<file path="config.mk">
export PLATFORM = sky130hd
export DESIGN_NAME = fetch_sequencer
export DESIGN_NICKNAME = d
export VERILOG_FILES = /design/src/rtl/fetch_pkg.sv /design/src/rtl/fetch_queue.sv /design/src/rtl/fetch_sequencer.sv
export SDC_FILE = /design/constraint.sdc
export NUM_CORES = 1
export LEC_CHECK = 0
export BUFFER_PORTS_ARGS = -buffer_cell sky130_fd_sc_hd__buf_2
export CORE_MARGIN = 2
export CORE_UTILIZATION = 50
export DETAILED_ROUTE_END_ITERATION = 12
export PLACE_DENSITY = 0.85
export SYNTH_ARGS = -nofsm -noshare
export SYNTH_HDL_FRONTEND = slang
export SYNTH_HIERARCHICAL = 1
export SYNTH_SLANG_ARGS = --single-unit
export TNS_END_PERCENT = 100
</file>
<file path="constraint.sdc">
create_clock -name clk -period 9 [get_ports clk]
set_input_delay 1.8 -clock clk [delete_from_list [all_inputs] [get_ports clk]]
set_output_delay 1.8 -clock clk [all_outputs]
set_load 0.01 [all_outputs]
</file>
<file path="src/rtl/fetch_pkg.sv">
// Shared definitions for the instruction fetch path: widths, the filler
// instruction value returned for unmapped addresses, FSM states and queue entries.
package fetch_pkg;

  localparam int          ADDR_W        = 32;
  localparam logic [31:0] INVALID_INSTR = 32'hDEADBEEF;

  typedef enum logic [1:0] {
    ST_IDLE  = 2'd0,
    ST_RUN   = 2'd1,
    ST_DRAIN = 2'd2,
    ST_FAULT = 2'd3
  } fsm_state_e;

  typedef struct packed {
    logic [31:0] pc;
    logic [31:0] instr;
  } fetch_entry_t;

endpackage

</file>
<file path="src/rtl/fetch_queue.sv">
// Small circular FIFO of fetched {pc, instr} entries. Flush empties it in one
// cycle and overrides any push or pop presented in the same cycle.
module fetch_queue
  import fetch_pkg::*;
#(
  parameter int   DEPTH = 2,
  localparam int  CNT_W = $clog2(DEPTH + 1)
) (
  input  logic             clk,
  input  logic             rst,
  input  logic             push,
  input  fetch_entry_t     push_data,
  input  logic             pop,
  input  logic             flush,
  output logic [CNT_W-1:0] count,
  output fetch_entry_t     head,
  output logic             empty,
  output logic             full
);

  localparam int PTR_W = (DEPTH > 1) ? $clog2(DEPTH) : 1;

  fetch_entry_t     mem_q [DEPTH];
  logic [PTR_W-1:0] rd_ptr_q, rd_ptr_d;
  logic [PTR_W-1:0] wr_ptr_q, wr_ptr_d;
  logic [CNT_W-1:0] count_q, count_d;
  logic             do_push, do_pop;

  function automatic logic [PTR_W-1:0] ptr_inc(input logic [PTR_W-1:0] p);
    return (p == PTR_W'(DEPTH - 1)) ? '0 : p + PTR_W'(1);
  endfunction

  assign empty   = (count_q == '0);
  assign full    = (count_q == CNT_W'(DEPTH));
  assign do_push = push & ~full & ~flush;
  assign do_pop  = pop & ~empty & ~flush;

  // NOTE: every variable assigned in always_comb gets a default first, so no path can infer a latch.
  always_comb begin
    rd_ptr_d = rd_ptr_q;
    wr_ptr_d = wr_ptr_q;
    count_d  = count_q;
    if (flush) begin
      rd_ptr_d = '0;
      wr_ptr_d = '0;
      count_d  = '0;
    end else begin
      if (do_push) wr_ptr_d = ptr_inc(wr_ptr_q);
      if (do_pop)  rd_ptr_d = ptr_inc(rd_ptr_q);
      count_d = count_q + CNT_W'(do_push) - CNT_W'(do_pop);
    end
  end

  // NOTE: state flops use non-blocking assignment so all flops update from pre-edge values.
  always_ff @(posedge clk) begin
    if (rst) begin
      rd_ptr_q <= '0;
      wr_ptr_q <= '0;
      count_q  <= '0;
    end else begin
      rd_ptr_q <= rd_ptr_d;
      wr_ptr_q <= wr_ptr_d;
      count_q  <= count_d;
    end
  end

  // NOTE: storage is deliberately not reset; count_q alone decides which slots are meaningful.
  always_ff @(posedge clk) begin
    if (do_push) mem_q[wr_ptr_q] <= push_data;
  end

  assign head  = mem_q[rd_ptr_q];
  assign count = count_q;

endmodule

</file>
<file path="src/rtl/fetch_sequencer.sv">
// Instruction fetch sequencer: owns the PC, issues one read per cycle to a
// 1-cycle-latency memory, queues returns for decode and handles redirects/faults.
module fetch_sequencer
  import fetch_pkg::*;
#(
  parameter int          MEM_SIZE    = 1024,
  parameter logic [31:0] RESET_PC    = 32'd0,
  parameter int          QUEUE_DEPTH = 2
) (
  input  logic        clk,
  input  logic        rst,
  input  logic        start,
  input  logic        redirect_valid,
  input  logic [31:0] redirect_pc,
  output logic [31:0] imem_addr,
  input  logic [31:0] imem_data,
  output logic        out_valid,
  input  logic        out_ready,
  output logic [31:0] out_instr,
  output logic [31:0] out_pc,
  output logic        busy,
  output logic        fault,
  output logic [31:0] fault_pc
);

  localparam int                CNT_W     = $clog2(QUEUE_DEPTH + 1);
  localparam int                SUM_W     = CNT_W + 1;
  localparam logic [ADDR_W-1:0] MEM_LIMIT = ADDR_W'(MEM_SIZE);

  fsm_state_e        state_q, state_d;
  logic [ADDR_W-1:0] fetch_pc_q, fetch_pc_d;
  logic [ADDR_W-1:0] req_pc_q, req_pc_d;
  logic [ADDR_W-1:0] fault_pc_q, fault_pc_d;
  logic              inflight_q, inflight_d;

  logic              q_push, q_pop, q_flush, q_empty, q_full;
  logic [CNT_W-1:0]  q_count;
  fetch_entry_t      q_head, q_push_data;
  logic              in_range, credit_ok, issue_en;

  assign in_range = (fetch_pc_q < MEM_LIMIT);
  assign q_pop    = out_valid & out_ready;
  // Credit: entries held plus the one in flight, minus the one leaving now, must leave room.
  assign credit_ok = (SUM_W'(q_count) + SUM_W'(inflight_q)) <
                     (SUM_W'(QUEUE_DEPTH) + SUM_W'(q_pop));
  assign issue_en  = (state_q == ST_RUN) && in_range && credit_ok && !redirect_valid;

  assign q_flush     = redirect_valid;
  assign q_push      = inflight_q;
  assign q_push_data = '{pc: req_pc_q, instr: imem_data};

  always_comb begin
    state_d    = state_q;
    fetch_pc_d = fetch_pc_q;
    req_pc_d   = req_pc_q;
    fault_pc_d = fault_pc_q;
    inflight_d = 1'b0;
    if (redirect_valid) begin
      state_d    = ST_RUN;
      fetch_pc_d = redirect_pc;
    end else begin
      unique case (state_q)
        ST_IDLE: begin
          if (start) begin
            state_d    = ST_RUN;
            fetch_pc_d = RESET_PC;
          end
        end
        ST_RUN: begin
          if (!in_range) begin
            fault_pc_d = fetch_pc_q;
            state_d    = ST_DRAIN;
          end else if (issue_en) begin
            inflight_d = 1'b1;
            req_pc_d   = fetch_pc_q;
            fetch_pc_d = fetch_pc_q + 32'd1;
          end
        end
        ST_DRAIN: begin
          if (!inflight_q && q_empty) state_d = ST_FAULT;
        end
        ST_FAULT: begin
          if (start) begin
            state_d    = ST_RUN;
            fetch_pc_d = RESET_PC;
          end
        end
        default: state_d = ST_IDLE;
      endcase
    end
  end

  always_ff @(posedge clk) begin
    if (rst) begin
      state_q    <= ST_IDLE;
      fetch_pc_q <= RESET_PC;
      req_pc_q   <= '0;
      fault_pc_q <= '0;
      inflight_q <= 1'b0;
    end else begin
      state_q    <= state_d;
      fetch_pc_q <= fetch_pc_d;
      req_pc_q   <= req_pc_d;
      fault_pc_q <= fault_pc_d;
      inflight_q <= inflight_d;
    end
  end

  fetch_queue #(.DEPTH(QUEUE_DEPTH)) u_queue (
    .clk       (clk),
    .rst       (rst),
    .push      (q_push),
    .push_data (q_push_data),
    .pop       (q_pop),
    .flush     (q_flush),
    .count     (q_count),
    .head      (q_head),
    .empty     (q_empty),
    .full      (q_full)
  );

  no_push_when_full_a: assert property (@(posedge clk) disable iff (rst)
    (q_push && !q_flush) |-> !q_full);

  assign imem_addr = fetch_pc_q;
  assign out_valid = ~q_empty;
  assign out_instr = q_empty ? '0 : q_head.instr;
  assign out_pc    = q_empty ? '0 : q_head.pc;
  assign busy      = (state_q == ST_RUN) || (state_q == ST_DRAIN);
  assign fault     = (state_q == ST_FAULT);
  assign fault_pc  = fault_pc_q;

endmodule
</file>
### After elaboration in Yosys (flattened, before gate mapping)

Memories as Yosys holds them, arrays and structs flattened. A register that Yosys moved wholly into a read port is not among the register bits.
Cells that the tools add are included.

| word-level totals | value |
|---|---|
| register bits after elaboration | 103 |
| bits in latches | 0 |
| RAM bits | 128 |
| ROM bits | 0 |
| input port bits | 69 |
| output and inout bits | 131 |
| logic and storage cells | 78 |
| memories kept | 1 |

| operators by class | value |
|---|---|
| add/subtract/negate cells | 7 |
| multipliers | 0 |
| divide/modulo/power cells | 0 |
| $lt $le $gt $ge | 2 |
| equal/unequal tests | 12 |
| shift-type cells | 0 |
| muxes and demuxes | 19 |
| bitwise logic cells | 10 |
| reduce and logical (&&, ||, !) cells | 18 |

Memories:

| name | words | bits a word | read ports | clocked after memory_dff | write ports | RTL line | RTL |
|---|---|---|---|---|---|---|---|
| u_queue.mem_q | 2 | 64 | 1 | 1 | 1 | fetch_queue.sv:23 | `fetch_entry_t mem_q [DEPTH];` |

Operators by type and width:

| operator | number |
|---|---|
| 32-bit two-way mux | 6 |
| 32-bit case mux with 2 select lines | 1 |
| 32-bit by 1-bit adder with 32-bit output, second input constant | 1 |
| 32-bit by 11-bit less-than comparator with 1-bit output, second input constant | 1 |
| 3-bit inequality test, second input constant | 4 |
| 3-bit AND reduction | 3 |
| 1-bit two-way mux | 8 |
| 4-bit AND reduction | 2 |
| 2-bit equality test, second input constant | 3 |
| 2-bit two-way mux | 3 |
| 2-bit case mux with 3 select lines | 1 |
| 1-bit bitwise AND | 5 |
| 1-bit inverter | 5 |
| 1-bit logical AND | 4 |
| 2-bit zero test | 2 |
| 2-bit inequality test, second input constant | 2 |
| 2-bit OR reduction | 2 |
| 4-bit OR reduction | 1 |
| 2-bit by 1-bit adder with 3-bit output | 1 |
| 2-bit by 1-bit adder with 3-bit output, first input constant | 1 |
| 3-bit less-than comparator | 1 |
| 3-bit by 1-bit inequality test with 1-bit output, second input constant | 1 |
| 3-bit nonzero test | 1 |
| 1-bit adder, second input constant | 2 |
| 6 further kinds | 7 |

### Logic depth before layout (Yosys ltp)

Gate-level depths: netlist of run 1.

| logic depth | value |
|---|---|
| word-level depth | 11 |
| depth in mapped cells | 11 |

### By module

Netlist of run 1, hierarchy kept.

Modules (own cells, without submodules):

| module | times used | cells an instance | area an instance (µm²) | sequential area each (µm²) |
|---|---|---|---|---|
| fetch_queue | 1 | 226 | 5,176.2 | 3,943.8 |
| fetch_sequencer | 1 | 453 | 4,257.8 | 1,981.9 |

### Worst setup path after synthesis of run 1

No wires, ideal clock.

| timing | value |
|---|---|
| kind | input -> register |
| start point | input redirect_valid |
| end point | memory u_queue/mem_q[1][0] (netlist bit), enable pin |
| data arrival time | 6.502 ns |
| data required time | 8.421 ns |
| setup slack | 1.919 ns |
| cell stages on the path | 1 |
| path through | nor3b_1 |

| between the ends | value |
|---|---|
| word-level cells in the longest chain between the ends | 4 |

Ends and longest elaborated chain:

| element | RTL line | RTL |
|---|---|---|
| from (decl) | fetch_sequencer.sv:13 | `input logic redirect_valid,` |
| 1-bit inverter (no source line) | - |  |
| 1-bit bitwise AND | fetch_queue.sv:35 | `assign do_push = push & ~full & ~flush;` |
| 1-bit two-way mux | fetch_queue.sv:69 | `if (do_push) mem_q[wr_ptr_q] <= push_data;` |
| 1-bit two-way mux (implied by the code) | fetch_queue.sv:69 |  |
| to (decl) | fetch_queue.sv:23 |  |

Every way passes these cells.

==> impl_metrics.xml, run 1 <==
<?xml version="1.0" encoding="UTF-8"?>
<metrics>
  <group name="outcome">
    <metric name="run_status" unit="">completed</metric>
  </group>
  <group name="sta">
    <metric name="final-hold-violation-count" unit="">0</metric>
    <metric name="timing.max_slew.rel_slack" unit="%">15.4</metric>
    <metric name="fin_crit" unit="ns">4.36</metric>
    <metric name="final-setup-viol-count" unit="">0</metric>
    <metric name="tightestPinTransition" unit="ns">1.26</metric>
    <metric name="setup-tns-final" unit="ns">0</metric>
    <metric name="report.final.slew_viol_count" unit="">0</metric>
    <metric name="fmaxAchievable" unit="GHz">0.229</metric>
    <metric name="min_period_over_period" unit="%">48.5</metric>
    <metric name="final.setup_skew" unit="ns">0.00672</metric>
    <metric name="rsz0062_at_grt" unit="">no</metric>
  </group>
  <group name="place">
    <metric name="place.detailed.hpwl" unit="mm">12.3</metric>
    <metric name="numPortBuffers" unit="">199</metric>
    <metric name="place.gp.congestion" unit="">0.845</metric>
  </group>
  <group name="setup_path">
    <metric name="timing.critical_path.arrival" unit="ns">2.56</metric>
    <metric name="worst_setup_path_end_kind" unit="">output port</metric>
    <metric name="worstSetupPathType" unit="">reg2out</metric>
    <metric name="crit_required" unit="ns">7.20</metric>
    <metric name="critical_path.max_fanout" unit="">37</metric>
    <metric name="start_kind" unit="">register</metric>
  </group>
  <group name="routing">
    <metric name="dr.pass1.iters" unit="">4</metric>
    <metric name="detail_route.wirelength" unit="mm">19.0</metric>
    <metric name="routed_wire_length_per_instance" unit="µm">16.8</metric>
    <metric name="via_count" unit="">5958</metric>
    <metric name="vias_per_cell" unit="">5.29</metric>
    <metric name="drt_antenna_net_count" unit="">0</metric>
    <metric name="drc_violation_count_after_routing" unit="">0</metric>
    <metric name="drtIter0Drc" unit="">298</metric>
  </group>
  <group name="clock_tree">
    <metric name="tritoncts" unit="">yes</metric>
    <metric name="clkLatencyLatePin" unit="ns">0.49</metric>
    <metric name="cts_setup_buffers" unit="">0</metric>
    <metric name="cts_hold_buf" unit="">0</metric>
    <metric name="h_tree_depth" unit="">1</metric>
    <metric name="clock_tree_buf_depth" unit="">3</metric>
    <metric name="cts.reportedPaths.clkPinSlew" unit="ns">0.06</metric>
    <metric name="clkSinkCount" unit="">232</metric>
    <metric name="numCtsBuffers" unit="">24</metric>
    <metric name="cts.root.buffer_cell" unit="">sky130_fd_sc_hd__clkbuf_16</metric>
    <metric name="cts.repair.resized" unit="">0</metric>
  </group>
  <group name="synth">
    <metric name="synthMostInstantiatedCell" unit="">sky130_fd_sc_hd__edfxtp_1</metric>
    <metric name="synth_area_leader_cell" unit="">sky130_fd_sc_hd__edfxtp_1</metric>
    <metric name="synth_fp_nets" unit="">756</metric>
    <metric name="yosys_warns" unit="">6</metric>
    <metric name="synth_common_cells" unit="">sky130_fd_sc_hd__edfxtp_1, sky130_fd_sc_hd__dfxtp_1, sky130_fd_sc_hd__nor2b_1</metric>
    <metric name="post_synth.cell_area_avg" unit="µm²">13.9</metric>
    <metric name="synth-xor-area-share" unit="%">0.464</metric>
    <metric name="ys.flop_type" unit="">sky130_fd_sc_hd__edfxtp_1</metric>
    <metric name="synth.ff_latch_count" unit="">232</metric>
    <metric name="synth-adder-area-share" unit="%">1.06</metric>
    <metric name="netlist_area" unit="mm²">0.00943</metric>
    <metric name="synth_instances" unit="">679</metric>
    <metric name="top_area_cell_type_share_of_the_netlist_area" unit="%">40.7</metric>
    <metric name="synth_mux_area_share" unit="%">14.6</metric>
    <metric name="yosys-top-cells-area" unit="">sky130_fd_sc_hd__edfxtp_1, sky130_fd_sc_hd__dfxtp_1, sky130_fd_sc_hd__mux2_4</metric>
    <metric name="main_combinational_cell_family_by_area_after_synthesis" unit="">multiplexers</metric>
    <metric name="synth-compound-area-share" unit="%">6.62</metric>
    <metric name="synth_simple_gate_area_share" unit="%">11.2</metric>
    <metric name="synth_sequential_area_ratio" unit="%">62.8</metric>
    <metric name="yosys.cell_types.count" unit="">58</metric>
    <metric name="synth_enable_flop_cells" unit="">128</metric>
    <metric name="synth-async-reset-ratio" unit="%">0</metric>
  </group>
  <group name="job">
    <metric name="max_cap_violations" unit="">0</metric>
  </group>
  <group name="die">
    <metric name="die_width" unit="µm">141</metric>
    <metric name="boundaryPins" unit="">200</metric>
    <metric name="floorplan.core_area" unit="mm²">0.0186</metric>
    <metric name="initial_core_util" unit="%">50.8</metric>
    <metric name="rows" unit="">50</metric>
    <metric name="die_height" unit="µm">141</metric>
    <metric name="fp.dieArea" unit="mm²">0.0200</metric>
  </group>
  <group name="global_route">
    <metric name="grt_start_max_net_pins" unit="">65</metric>
    <metric name="global_route.usage.total" unit="%">18.3</metric>
    <metric name="grt_use_met2" unit="%">31.7</metric>
    <metric name="grt_pass1_wl" unit="mm">29.5</metric>
    <metric name="grt-ovfl-total" unit="">0</metric>
    <metric name="busiest_layer" unit="">met2</metric>
    <metric name="antenna_found_initial" unit="">0</metric>
    <metric name="grt.met1_usage" unit="%">23.0</metric>
    <metric name="first_global_vias" unit="">5688</metric>
    <metric name="gr-usage-met3" unit="%">5.20</metric>
  </group>
  <group name="layout">
    <metric name="post_layout_util" unit="%">61.2</metric>
    <metric name="final_nets" unit="">951</metric>
    <metric name="antenna_cells_inserted" unit="">0</metric>
    <metric name="share_of_layout_cells_above_drive_strength_1" unit="%">36.1</metric>
    <metric name="area_delta_synth_final" unit="%">20.5</metric>
  </group>
  <group name="power_and_ir_drop">
    <metric name="maximum_vdd_ir_drop" unit="V">0.000136</metric>
    <metric name="power_density" unit="mW/mm²">200</metric>
    <metric name="power.leakage" unit="nW">4.90</metric>
  </group>
  <group name="worst_hold_path">
    <metric name="hold_path.class" unit="">reg2reg</metric>
  </group>
</metrics>
[cells by family (layout without fill, tap and decap cells)]
| kind of cell | Yosys count | after routing |
|---|---|---|
| fa+ha+maj | 8 | 8 |
| compound gates | 81 | 81 |
| xor+xnor | 5 | 5 |
| flops | 232 | 232 |
| buf+inv | 49 | 262 |
| simple gates | 197 | 197 |
| mux | 107 | 107 |
[path summary, 6_finish.rpt]
kind | startpoint | to | slack [ns] | depth (start not counted)
worst min-delay path | req_pc_q[10]$_SDFFE_PP0P_ | u_queue/mem_q[1][42]$_DFFE_PP_ | 0.45 | 0
worst max register to register | u_queue/count[0]$_SDFF_PP0_ | req_pc_q[19]$_SDFFE_PP0P_ | 5.65 | 8
worst max-delay path | register | out_pc[25] | 4.64 | 4
worst min register to register | req_pc_q[10]$_SDFFE_PP0P_ | u_queue/mem_q[1][42]$_DFFE_PP_ | 0.45 | 0
[worst max-delay path, cell delays in order (launching register included)]
cell	delay [ns]
sky130_fd_sc_hd__dfxtp_4	0.68
sky130_fd_sc_hd__buf_4	0.64
sky130_fd_sc_hd__mux2_2	0.40
sky130_fd_sc_hd__nor2b_1	0.14
sky130_fd_sc_hd__buf_2	0.18
[per-stage QoR]
step                std cells  total power [mW]  area, µm²  worst slack (ns)  hold slack [ns]
floorplan                 679              1.24       9430              1.92            0.417
global placement         1081              1.29      10500              4.47            0.429
detailed placement       1081              1.29      10500              4.34            0.437
CTS                      1125              2.29      11400              4.58            0.450
global route             1126              2.35      11400              4.48            0.465
finish                   1126              2.27      11400              4.64            0.450
[registers in the layout, summed over array words and instances, names as in the netlist, named ones only]
| name | count |
|---|---|
| req_pc_q | 32 |
| fault_pc | 32 |
| u_queue/count | 2 |
| u_queue/rd_ptr_q | 1 |
| imem_addr | 32 |
| u_queue/wr_ptr_q | 1 |
| inflight_q | 1 |
| u_queue/mem_q | 128 |
| state_q | 2 |
[cells in the final DEF (no fill, tap or decap), types with 6 or more instances in the layout]
| master | n |
|---|---|
| sky130_fd_sc_hd__o21ai_0 | 13 |
| sky130_fd_sc_hd__nor3_1 | 9 |
| sky130_fd_sc_hd__inv_1 | 10 |
| sky130_fd_sc_hd__clkbuf_16 | 25 |
| sky130_fd_sc_hd__mux2i_1 | 43 |
| sky130_fd_sc_hd__nand2_1 | 10 |
| sky130_fd_sc_hd__and2_1 | 24 |
| sky130_fd_sc_hd__nor2b_1 | 65 |
| sky130_fd_sc_hd__buf_4 | 7 |
| sky130_fd_sc_hd__ha_1 | 8 |
| sky130_fd_sc_hd__nor2_1 | 58 |
| sky130_fd_sc_hd__nand3_1 | 6 |
| sky130_fd_sc_hd__a22o_1 | 19 |
| sky130_fd_sc_hd__clkinv_1 | 6 |
| sky130_fd_sc_hd__dfxtp_1 | 103 |
| sky130_fd_sc_hd__edfxtp_1 | 128 |
| sky130_fd_sc_hd__mux2_4 | 60 |
| sky130_fd_sc_hd__a21oi_1 | 9 |
| sky130_fd_sc_hd__buf_2 | 199 |
[where the power goes]
group          switching, mW  internal [mW]  total [mW]
Clock                  0.382          0.620        1.00
Sequential            0.0195           1.13        1.15
Combinational         0.0718         0.0500       0.122
[routing by layer]
metal	share of wire, %	up-vias
met2	47	241
met4	1.2	0
met1	42	2833
li1	-	2861
met3	9.0	23
met5	0	-
[cell type report]
cell class,instances,area (µm²)
tap,234,293
multi-input combinational,398,3230
clock buffer,29,641
clock inverter,15,175
sequential,232,5930
fill,1414,7220
inverter,12,45.0
timing repair buffer,206,1050
(Power assumes the default switching activity.)
==> run 2: changes to the inputs <==
--- a/config.mk
+++ b/config.mk
@@ -7,9 +7,9 @@
 export LEC_CHECK = 0
 export BUFFER_PORTS_ARGS = -buffer_cell sky130_fd_sc_hd__buf_2
 export CORE_MARGIN = 2
-export CORE_UTILIZATION = 50
+export CORE_UTILIZATION = 49
 export DETAILED_ROUTE_END_ITERATION = 12
-export PLACE_DENSITY = 0.85
+export PLACE_DENSITY = 0.87
 export SYNTH_ARGS = -nofsm -noshare
 export SYNTH_HDL_FRONTEND = slang
 export SYNTH_HIERARCHICAL = 1
==> constraint.sdc (replaced) <==
create_clock -name clk -period 3.7 [get_ports clk]
set_input_delay 0.74 -clock clk [delete_from_list [all_inputs] [get_ports clk]]
set_output_delay 0.74 -clock clk [all_outputs]
set_load 0.01 [all_outputs]
==> impl_metrics.xml, run 2 (synthesis results as in run 1) <==
<?xml version="1.0" encoding="UTF-8"?>
<metrics>
  <group name="die">
    <metric name="die_width" unit="µm">143</metric>
    <metric name="die_height" unit="µm">143</metric>
    <metric name="fp.dieArea" unit="mm²">0.0204</metric>
    <metric name="boundaryPins" unit="">200</metric>
    <metric name="initial_core_util" unit="%">50.3</metric>
    <metric name="rows" unit="">50</metric>
    <metric name="floorplan.core_area" unit="mm²">0.0188</metric>
  </group>
  <group name="clock_tree">
    <metric name="h_tree_depth" unit="">1</metric>
    <metric name="cts.reportedPaths.clkPinSlew" unit="ns">0.06</metric>
    <metric name="clock_tree_buf_depth" unit="">3</metric>
    <metric name="cts.repair.resized" unit="">0</metric>
    <metric name="cts_setup_buffers" unit="">0</metric>
    <metric name="clkLatencyLatePin" unit="ns">0.50</metric>
    <metric name="cts.root.buffer_cell" unit="">sky130_fd_sc_hd__clkbuf_16</metric>
    <metric name="clkSinkCount" unit="">232</metric>
    <metric name="cts_hold_buf" unit="">0</metric>
    <metric name="tritoncts" unit="">yes</metric>
    <metric name="numCtsBuffers" unit="">24</metric>
  </group>
  <group name="setup_path">
    <metric name="crit_required" unit="ns">2.96</metric>
    <metric name="crit_path_end" unit="">busy</metric>
    <metric name="timing.critical_path.from" unit="">state_q[0]$_SDFFE_PP0P_</metric>
    <metric name="start_kind" unit="">register</metric>
    <metric name="worst_setup_path_end_kind" unit="">output port</metric>
    <metric name="timing.critical_path.arrival" unit="ns">2.31</metric>
    <metric name="critical_path.max_fanout" unit="">16</metric>
    <metric name="ff2ff_path_depth" unit="">6</metric>
    <metric name="critical_path.reg2reg.endpoint" unit="">imem_addr[18]$_SDFFE_PP0P_</metric>
    <metric name="setup.reg_to_reg.worst_slack" unit="ns">1.03</metric>
    <metric name="worstSetupPathType" unit="">reg2out</metric>
    <metric name="timing.rr.start" unit="">state_q[0]$_SDFFE_PP0P_</metric>
  </group>
  <group name="sta">
    <metric name="setup-tns-final" unit="ns">0</metric>
    <metric name="final-setup-viol-count" unit="">0</metric>
    <metric name="crit_path_setup_slack_layout" unit="ns">0.646</metric>
    <metric name="hold_slack" unit="ns">0.425</metric>
    <metric name="fin_crit" unit="ns">3.05</metric>
    <metric name="final-hold-violation-count" unit="">0</metric>
    <metric name="fmaxAchievable" unit="GHz">0.327</metric>
    <metric name="timing.max_slew.rel_slack" unit="%">51.3</metric>
    <metric name="rsz0062_at_grt" unit="">no</metric>
    <metric name="tightestPinTransition" unit="ns">0.730</metric>
    <metric name="min_period_over_period" unit="%">82.5</metric>
    <metric name="report.final.slew_viol_count" unit="">0</metric>
    <metric name="final.setup_skew" unit="ns">0.00862</metric>
  </group>
  <group name="global_route">
    <metric name="antenna_found_initial" unit="">0</metric>
    <metric name="grt_start_max_net_pins" unit="">67</metric>
    <metric name="grt-ovfl-total" unit="">0</metric>
    <metric name="first_global_vias" unit="">6135</metric>
    <metric name="global_route.usage.total" unit="%">18.2</metric>
    <metric name="grt_pass1_wl" unit="mm">30.0</metric>
  </group>
  <group name="place">
    <metric name="place_ws" unit="ns">1.05</metric>
    <metric name="place.gp.congestion" unit="">0.904</metric>
    <metric name="place.detailed.instances" unit="">1087</metric>
    <metric name="numPortBuffers" unit="">199</metric>
    <metric name="place.detailed.hpwl" unit="mm">12.7</metric>
  </group>
  <group name="routing">
    <metric name="detail_route.wirelength" unit="mm">19.3</metric>
    <metric name="vias_per_cell" unit="">5.34</metric>
    <metric name="dr.pass1.iters" unit="">5</metric>
    <metric name="drt_antenna_net_count" unit="">0</metric>
    <metric name="drc_violation_count_after_routing" unit="">0</metric>
    <metric name="routed_wire_length_per_instance" unit="µm">17.0</metric>
    <metric name="via_count" unit="">6037</metric>
    <metric name="drtIter0Drc" unit="">324</metric>
  </group>
  <group name="layout">
    <metric name="antenna_cells_inserted" unit="">0</metric>
    <metric name="final_nets" unit="">956</metric>
    <metric name="reg_area" unit="mm²">0.00593</metric>
    <metric name="multi_input_comb_area" unit="mm²">0.00325</metric>
    <metric name="filler_cell_count" unit="">1372</metric>
    <metric name="max_flop_register" unit="">u_queue/mem_q</metric>
    <metric name="largest_register_ff_count" unit="">128</metric>
    <metric name="stdcell_count" unit="">1131</metric>
    <metric name="area_delta_synth_final" unit="%">21.5</metric>
    <metric name="final_common_cell" unit="">sky130_fd_sc_hd__buf_2</metric>
    <metric name="share_of_layout_cells_above_drive_strength_1" unit="%">36.8</metric>
    <metric name="mostFrequentLayoutCells" unit="">sky130_fd_sc_hd__buf_2, sky130_fd_sc_hd__edfxtp_1, sky130_fd_sc_hd__dfxtp_1, sky130_fd_sc_hd__nor2b_1, sky130_fd_sc_hd__mux2_4</metric>
  </group>
  <group name="outcome">
    <metric name="run_status" unit="">completed</metric>
  </group>
  <group name="worst_hold_path">
    <metric name="hold_path.class" unit="">in2reg</metric>
  </group>
  <group name="power_and_ir_drop">
    <metric name="power.leakage" unit="nW">4.97</metric>
    <metric name="maximum_vdd_ir_drop" unit="V">0.000335</metric>
    <metric name="power_density" unit="mW/mm²">483</metric>
  </group>
  <group name="job">
    <metric name="max_cap_violations" unit="">0</metric>
  </group>
</metrics>
## run 2: worst min path at each step
stage               cells after the start                       from                              to
finish                                  1              imem_data[25]  u_queue/mem_q[0][25]$_DFFE_PP_
global route                            1              imem_data[25]  u_queue/mem_q[1][25]$_DFFE_PP_
CTS                                     1              imem_data[25]  u_queue/mem_q[0][25]$_DFFE_PP_
detailed placement                      0  req_pc_q[16]$_SDFFE_PP0P_  u_queue/mem_q[0][48]$_DFFE_PP_
global placement                        0  req_pc_q[11]$_SDFFE_PP0P_  u_queue/mem_q[1][43]$_DFFE_PP_
floorplan                               0  req_pc_q[10]$_SDFFE_PP0P_  u_queue/mem_q[0][42]$_DFFE_PP_
## run 2: area by class of cell
| class | count | area share (%) |
|---|---|---|
| clock buffers | 38 | 6.49 |
| clock inverters | 6 | 0.731 |
| inverters | 12 | 0.393 |
| multi-input cells | 398 | 28.3 |
| flip-flops and latches | 232 | 51.7 |
| well taps | 234 | 2.55 |
| repair buffers | 211 | 9.80 |
## run 2: per-stage QoR
stage	area, µm²	utilization (%)	total power [mW]
6_report	11500	61.1	5.53
5_1_grt	11500	61.1	5.73
4_1_cts	11500	61.1	5.58
3_5_place_dp	10600	56.7	3.14
3_3_place_gp	10600	56.7	3.13
2_1_floorplan	9450	-	3.01
## run 2: worst max-delay path: stages, from the launching register on
cell and delay (ns):
sky130_fd_sc_hd__dfxtp_1 0.37, sky130_fd_sc_hd__inv_1 0.06, sky130_fd_sc_hd__ha_1 0.64, sky130_fd_sc_hd__clkinv_1 0.47, sky130_fd_sc_hd__buf_2 0.28
## run 2: where the power goes
| group | internal (mW) | total [mW] | leakage, nW | switching [mW] |
|---|---|---|---|---|
| Clock | 1.52 | 2.45 | 0.414 | 0.924 |
| Combinational | 0.123 | 0.301 | 2.46 | 0.178 |
| Sequential | 2.74 | 2.79 | 2.09 | 0.0484 |
| Total | 4.38 | 5.53 | 4.97 | 1.15 |
## run 2: layer usage
layer / GRT usage (%) / routed length (µm) / vias to the layer above
li1: - / - / 2874
met3: 4.83 / 1770 / 33
met2: 33.0 / 9320 / 280
met4: 5.21 / 377 / 0
met1: 21.3 / 7810 / 2850
met5: 0 / 0 / -
==> run 3: changes to the inputs <==
==> constraint.sdc (replaced) <==
create_clock -name clk -period 2.45 [get_ports clk]
set_input_delay 0.49 -clock clk [delete_from_list [all_inputs] [get_ports clk]]
set_output_delay 0.49 -clock clk [all_outputs]
set_load 0.01 [all_outputs]
==> impl_metrics.xml, run 3 (synthesis results as in run 1) <==
<?xml version="1.0" encoding="UTF-8"?>
<metrics>
  <group name="outcome">
    <metric name="run_status" unit="">completed</metric>
  </group>
  <group name="layout">
    <metric name="antenna_cells_inserted" unit="">0</metric>
    <metric name="filler_cell_count" unit="">1422</metric>
    <metric name="largest_register_ff_count" unit="">128</metric>
    <metric name="final_nets" unit="">970</metric>
    <metric name="mostFrequentLayoutCells" unit="">sky130_fd_sc_hd__buf_2, sky130_fd_sc_hd__edfxtp_1, sky130_fd_sc_hd__dfxtp_1, sky130_fd_sc_hd__nor2b_1, sky130_fd_sc_hd__mux2_4</metric>
    <metric name="final_common_cell" unit="">sky130_fd_sc_hd__buf_2</metric>
    <metric name="max_flop_register" unit="">u_queue/mem_q</metric>
    <metric name="share_of_layout_cells_above_drive_strength_1" unit="%">37.7</metric>
    <metric name="reg_area" unit="mm²">0.00593</metric>
    <metric name="multi_input_comb_area" unit="mm²">0.00327</metric>
    <metric name="area_delta_synth_final" unit="%">21.9</metric>
  </group>
  <group name="die">
    <metric name="die_width" unit="µm">143</metric>
    <metric name="floorplan.core_area" unit="mm²">0.0188</metric>
    <metric name="fp.dieArea" unit="mm²">0.0204</metric>
    <metric name="rows" unit="">50</metric>
    <metric name="die_height" unit="µm">143</metric>
    <metric name="initial_core_util" unit="%">50.3</metric>
    <metric name="boundaryPins" unit="">200</metric>
  </group>
  <group name="clock_tree">
    <metric name="cts.root.buffer_cell" unit="">sky130_fd_sc_hd__clkbuf_16</metric>
    <metric name="clkSinkCount" unit="">232</metric>
    <metric name="clock_tree_buf_depth" unit="">3</metric>
    <metric name="cts.reportedPaths.clkPinSlew" unit="ns">0.06</metric>
    <metric name="clkLatencyLatePin" unit="ns">0.50</metric>
    <metric name="h_tree_depth" unit="">1</metric>
    <metric name="tritoncts" unit="">yes</metric>
    <metric name="numCtsBuffers" unit="">23</metric>
  </group>
  <group name="power_and_ir_drop">
    <metric name="power.leakage" unit="nW">4.99</metric>
    <metric name="power_density" unit="mW/mm²">684</metric>
    <metric name="maximum_vdd_ir_drop" unit="V">0.000489</metric>
    <metric name="p_sw_share" unit="%">22.1</metric>
    <metric name="p_switching" unit="mW">1.73</metric>
    <metric name="power_report.internal_total" unit="mW">6.13</metric>
    <metric name="power.clock.fraction" unit="%">40.4</metric>
    <metric name="seq_power_share" unit="%">53.4</metric>
    <metric name="p_comb_share" unit="%">6.2</metric>
  </group>
  <group name="setup_path">
    <metric name="timing.critical_path.arrival" unit="ns">2.76</metric>
    <metric name="timing.critical_path.buf_inv" unit="">0</metric>
    <metric name="start_kind" unit="">register</metric>
    <metric name="worst_setup_path_end_kind" unit="">register</metric>
    <metric name="crit_required" unit="ns">2.82</metric>
    <metric name="cpPeakStageDelay" unit="ns">0.48</metric>
    <metric name="crit_top_cell" unit="">sky130_fd_sc_hd__ha_1</metric>
    <metric name="critical_path.max_fanout" unit="">5</metric>
    <metric name="critPathTopFamily" unit="">simple AND/OR/NAND/NOR gates</metric>
    <metric name="critPathSlowestCell" unit="">sky130_fd_sc_hd__or4b_1</metric>
    <metric name="worstSetupPathType" unit="">reg2reg</metric>
    <metric name="worstPathCellList" unit="">ha_1 -&gt; ha_1 -&gt; or4b_1 -&gt; a211o_4 -&gt; or2_2 -&gt; o41ai_2 -&gt; o32ai_1</metric>
  </group>
  <group name="sta">
    <metric name="timing.max_slew.rel_slack" unit="%">47.0</metric>
    <metric name="tightestPinTransition" unit="ns">0.795</metric>
    <metric name="final-setup-viol-count" unit="">0</metric>
    <metric name="final.setup_skew" unit="ns">0.0137</metric>
    <metric name="report.final.slew_viol_count" unit="">0</metric>
    <metric name="final-hold-violation-count" unit="">0</metric>
    <metric name="min_period_over_period" unit="%">97.6</metric>
    <metric name="rsz0062_at_grt" unit="">yes</metric>
    <metric name="fin_crit" unit="ns">2.39</metric>
    <metric name="fmaxAchievable" unit="GHz">0.418</metric>
    <metric name="hold_slack" unit="ns">0.186</metric>
    <metric name="crit_path_setup_slack_layout" unit="ns">0.0587</metric>
  </group>
  <group name="worst_hold_path">
    <metric name="hold_path.class" unit="">in2reg</metric>
  </group>
  <group name="routing">
    <metric name="routed_wire_length_per_instance" unit="µm">17.2</metric>
    <metric name="vias_per_cell" unit="">5.42</metric>
    <metric name="drtIter0Drc" unit="">256</metric>
    <metric name="drt_antenna_net_count" unit="">0</metric>
    <metric name="drc_violation_count_after_routing" unit="">0</metric>
    <metric name="dr.pass1.iters" unit="">5</metric>
    <metric name="via_count" unit="">6194</metric>
    <metric name="detail_route.wirelength" unit="mm">19.7</metric>
  </group>
  <group name="global_route">
    <metric name="grt-ovfl-total" unit="">0</metric>
    <metric name="global_route.usage.total" unit="%">18.5</metric>
    <metric name="grt_pass1_wl" unit="mm">30.3</metric>
    <metric name="first_global_vias" unit="">6050</metric>
    <metric name="antenna_found_initial" unit="">1</metric>
    <metric name="grt_start_max_net_pins" unit="">65</metric>
  </group>
  <group name="place">
    <metric name="place.detailed.hpwl" unit="mm">13.0</metric>
    <metric name="place_ws" unit="ns">-0.0209</metric>
    <metric name="place.gp.congestion" unit="">0.908</metric>
    <metric name="numPortBuffers" unit="">199</metric>
  </group>
  <group name="job">
    <metric name="max_cap_violations" unit="">0</metric>
  </group>
</metrics>
run 3: cell type report:
cell class,instances,area share (%)
clock inverters,9,0.413
well taps,234,2.54
inverters,12,0.392
flip-flops and latches,232,51.6
clock buffers,32,5.47
multi-input cells,398,28.5
repair buffers,226,11.2
run 3: final timing paths:
| kind | from | endpoint | slack (ns) | cells after the start |
|---|---|---|---|---|
| worst min-delay path | imem_data[8] | u_queue/mem_q[0][8]$_DFFE_PP_ | 0.19 | 1 |
| worst min register to register | req_pc_q[31]$_SDFFE_PP0P_ | u_queue/mem_q[0][63]$_DFFE_PP_ | 0.45 | 0 |
| worst max register to register | inflight_q$_SDFF_PP0_ | imem_addr[5]$_SDFFE_PP0P_ | 0.06 | 7 |
| worst max-delay path | inflight_q$_SDFF_PP0_ | imem_addr[5]$_SDFFE_PP0P_ | 0.06 | 7 |
run 3: metal layers:
layer,track usage (%),part of all wire [%]
met1,22.7,41
met2,32.4,48
met3,5.23,9.3
met4,4.53,1.5
met5,0,0.081
run 3: power groups by stage:
stage | clock network, mW | logic [mW] | registers (mW)
3_3_place_gp | 0 | 0.465 | 4.28
3_5_place_dp | 0 | 0.475 | 4.28
2_1_floorplan | 0 | 0.252 | 4.29
6_report | 3.18 | 0.489 | 4.20
5_1_grt | 3.40 | 0.529 | 4.21
4_1_cts | 3.23 | 0.481 | 4.20
run 3: stage by stage:
stage | cell area [µm²] | TNS [ns] | utilization (%) | power [mW] | std cells
after global routing | 11500 | -0.0447 | 61.3 | 8.13 | 1143
after CTS | 11400 | 0 | 60.9 | 7.91 | 1137
after detailed placement | 10700 | -0.0209 | 57.2 | 4.76 | 1096
after floorplan | 9460 | -23.91 | - | 4.54 | 679
final | 11500 | 0 | 61.3 | 7.87 | 1143
after global placement | 10700 | 0 | 57.2 | 4.74 | 1096
run 3: repair_timing:
| action | 4_1_cts | 5_1_grt |
|---|---|---|
| resized for setup | 5 | 5 |
| endpoints found under the setup margin | 43 | 48 |
| hold buffers | 0 | 0 |
| setup buffers | 0 | 6 |
| pin swaps | 1 | 1 |
run 3: worst register-to-register path, cell delays in order (launching register included):
cell,delay (ns)
sky130_fd_sc_hd__dfxtp_1,0.33
sky130_fd_sc_hd__ha_1,0.21
sky130_fd_sc_hd__ha_1,0.17
sky130_fd_sc_hd__or4b_1,0.48
sky130_fd_sc_hd__a211o_4,0.32
sky130_fd_sc_hd__or2_2,0.33
sky130_fd_sc_hd__o41ai_2,0.33
sky130_fd_sc_hd__o32ai_1,0.11
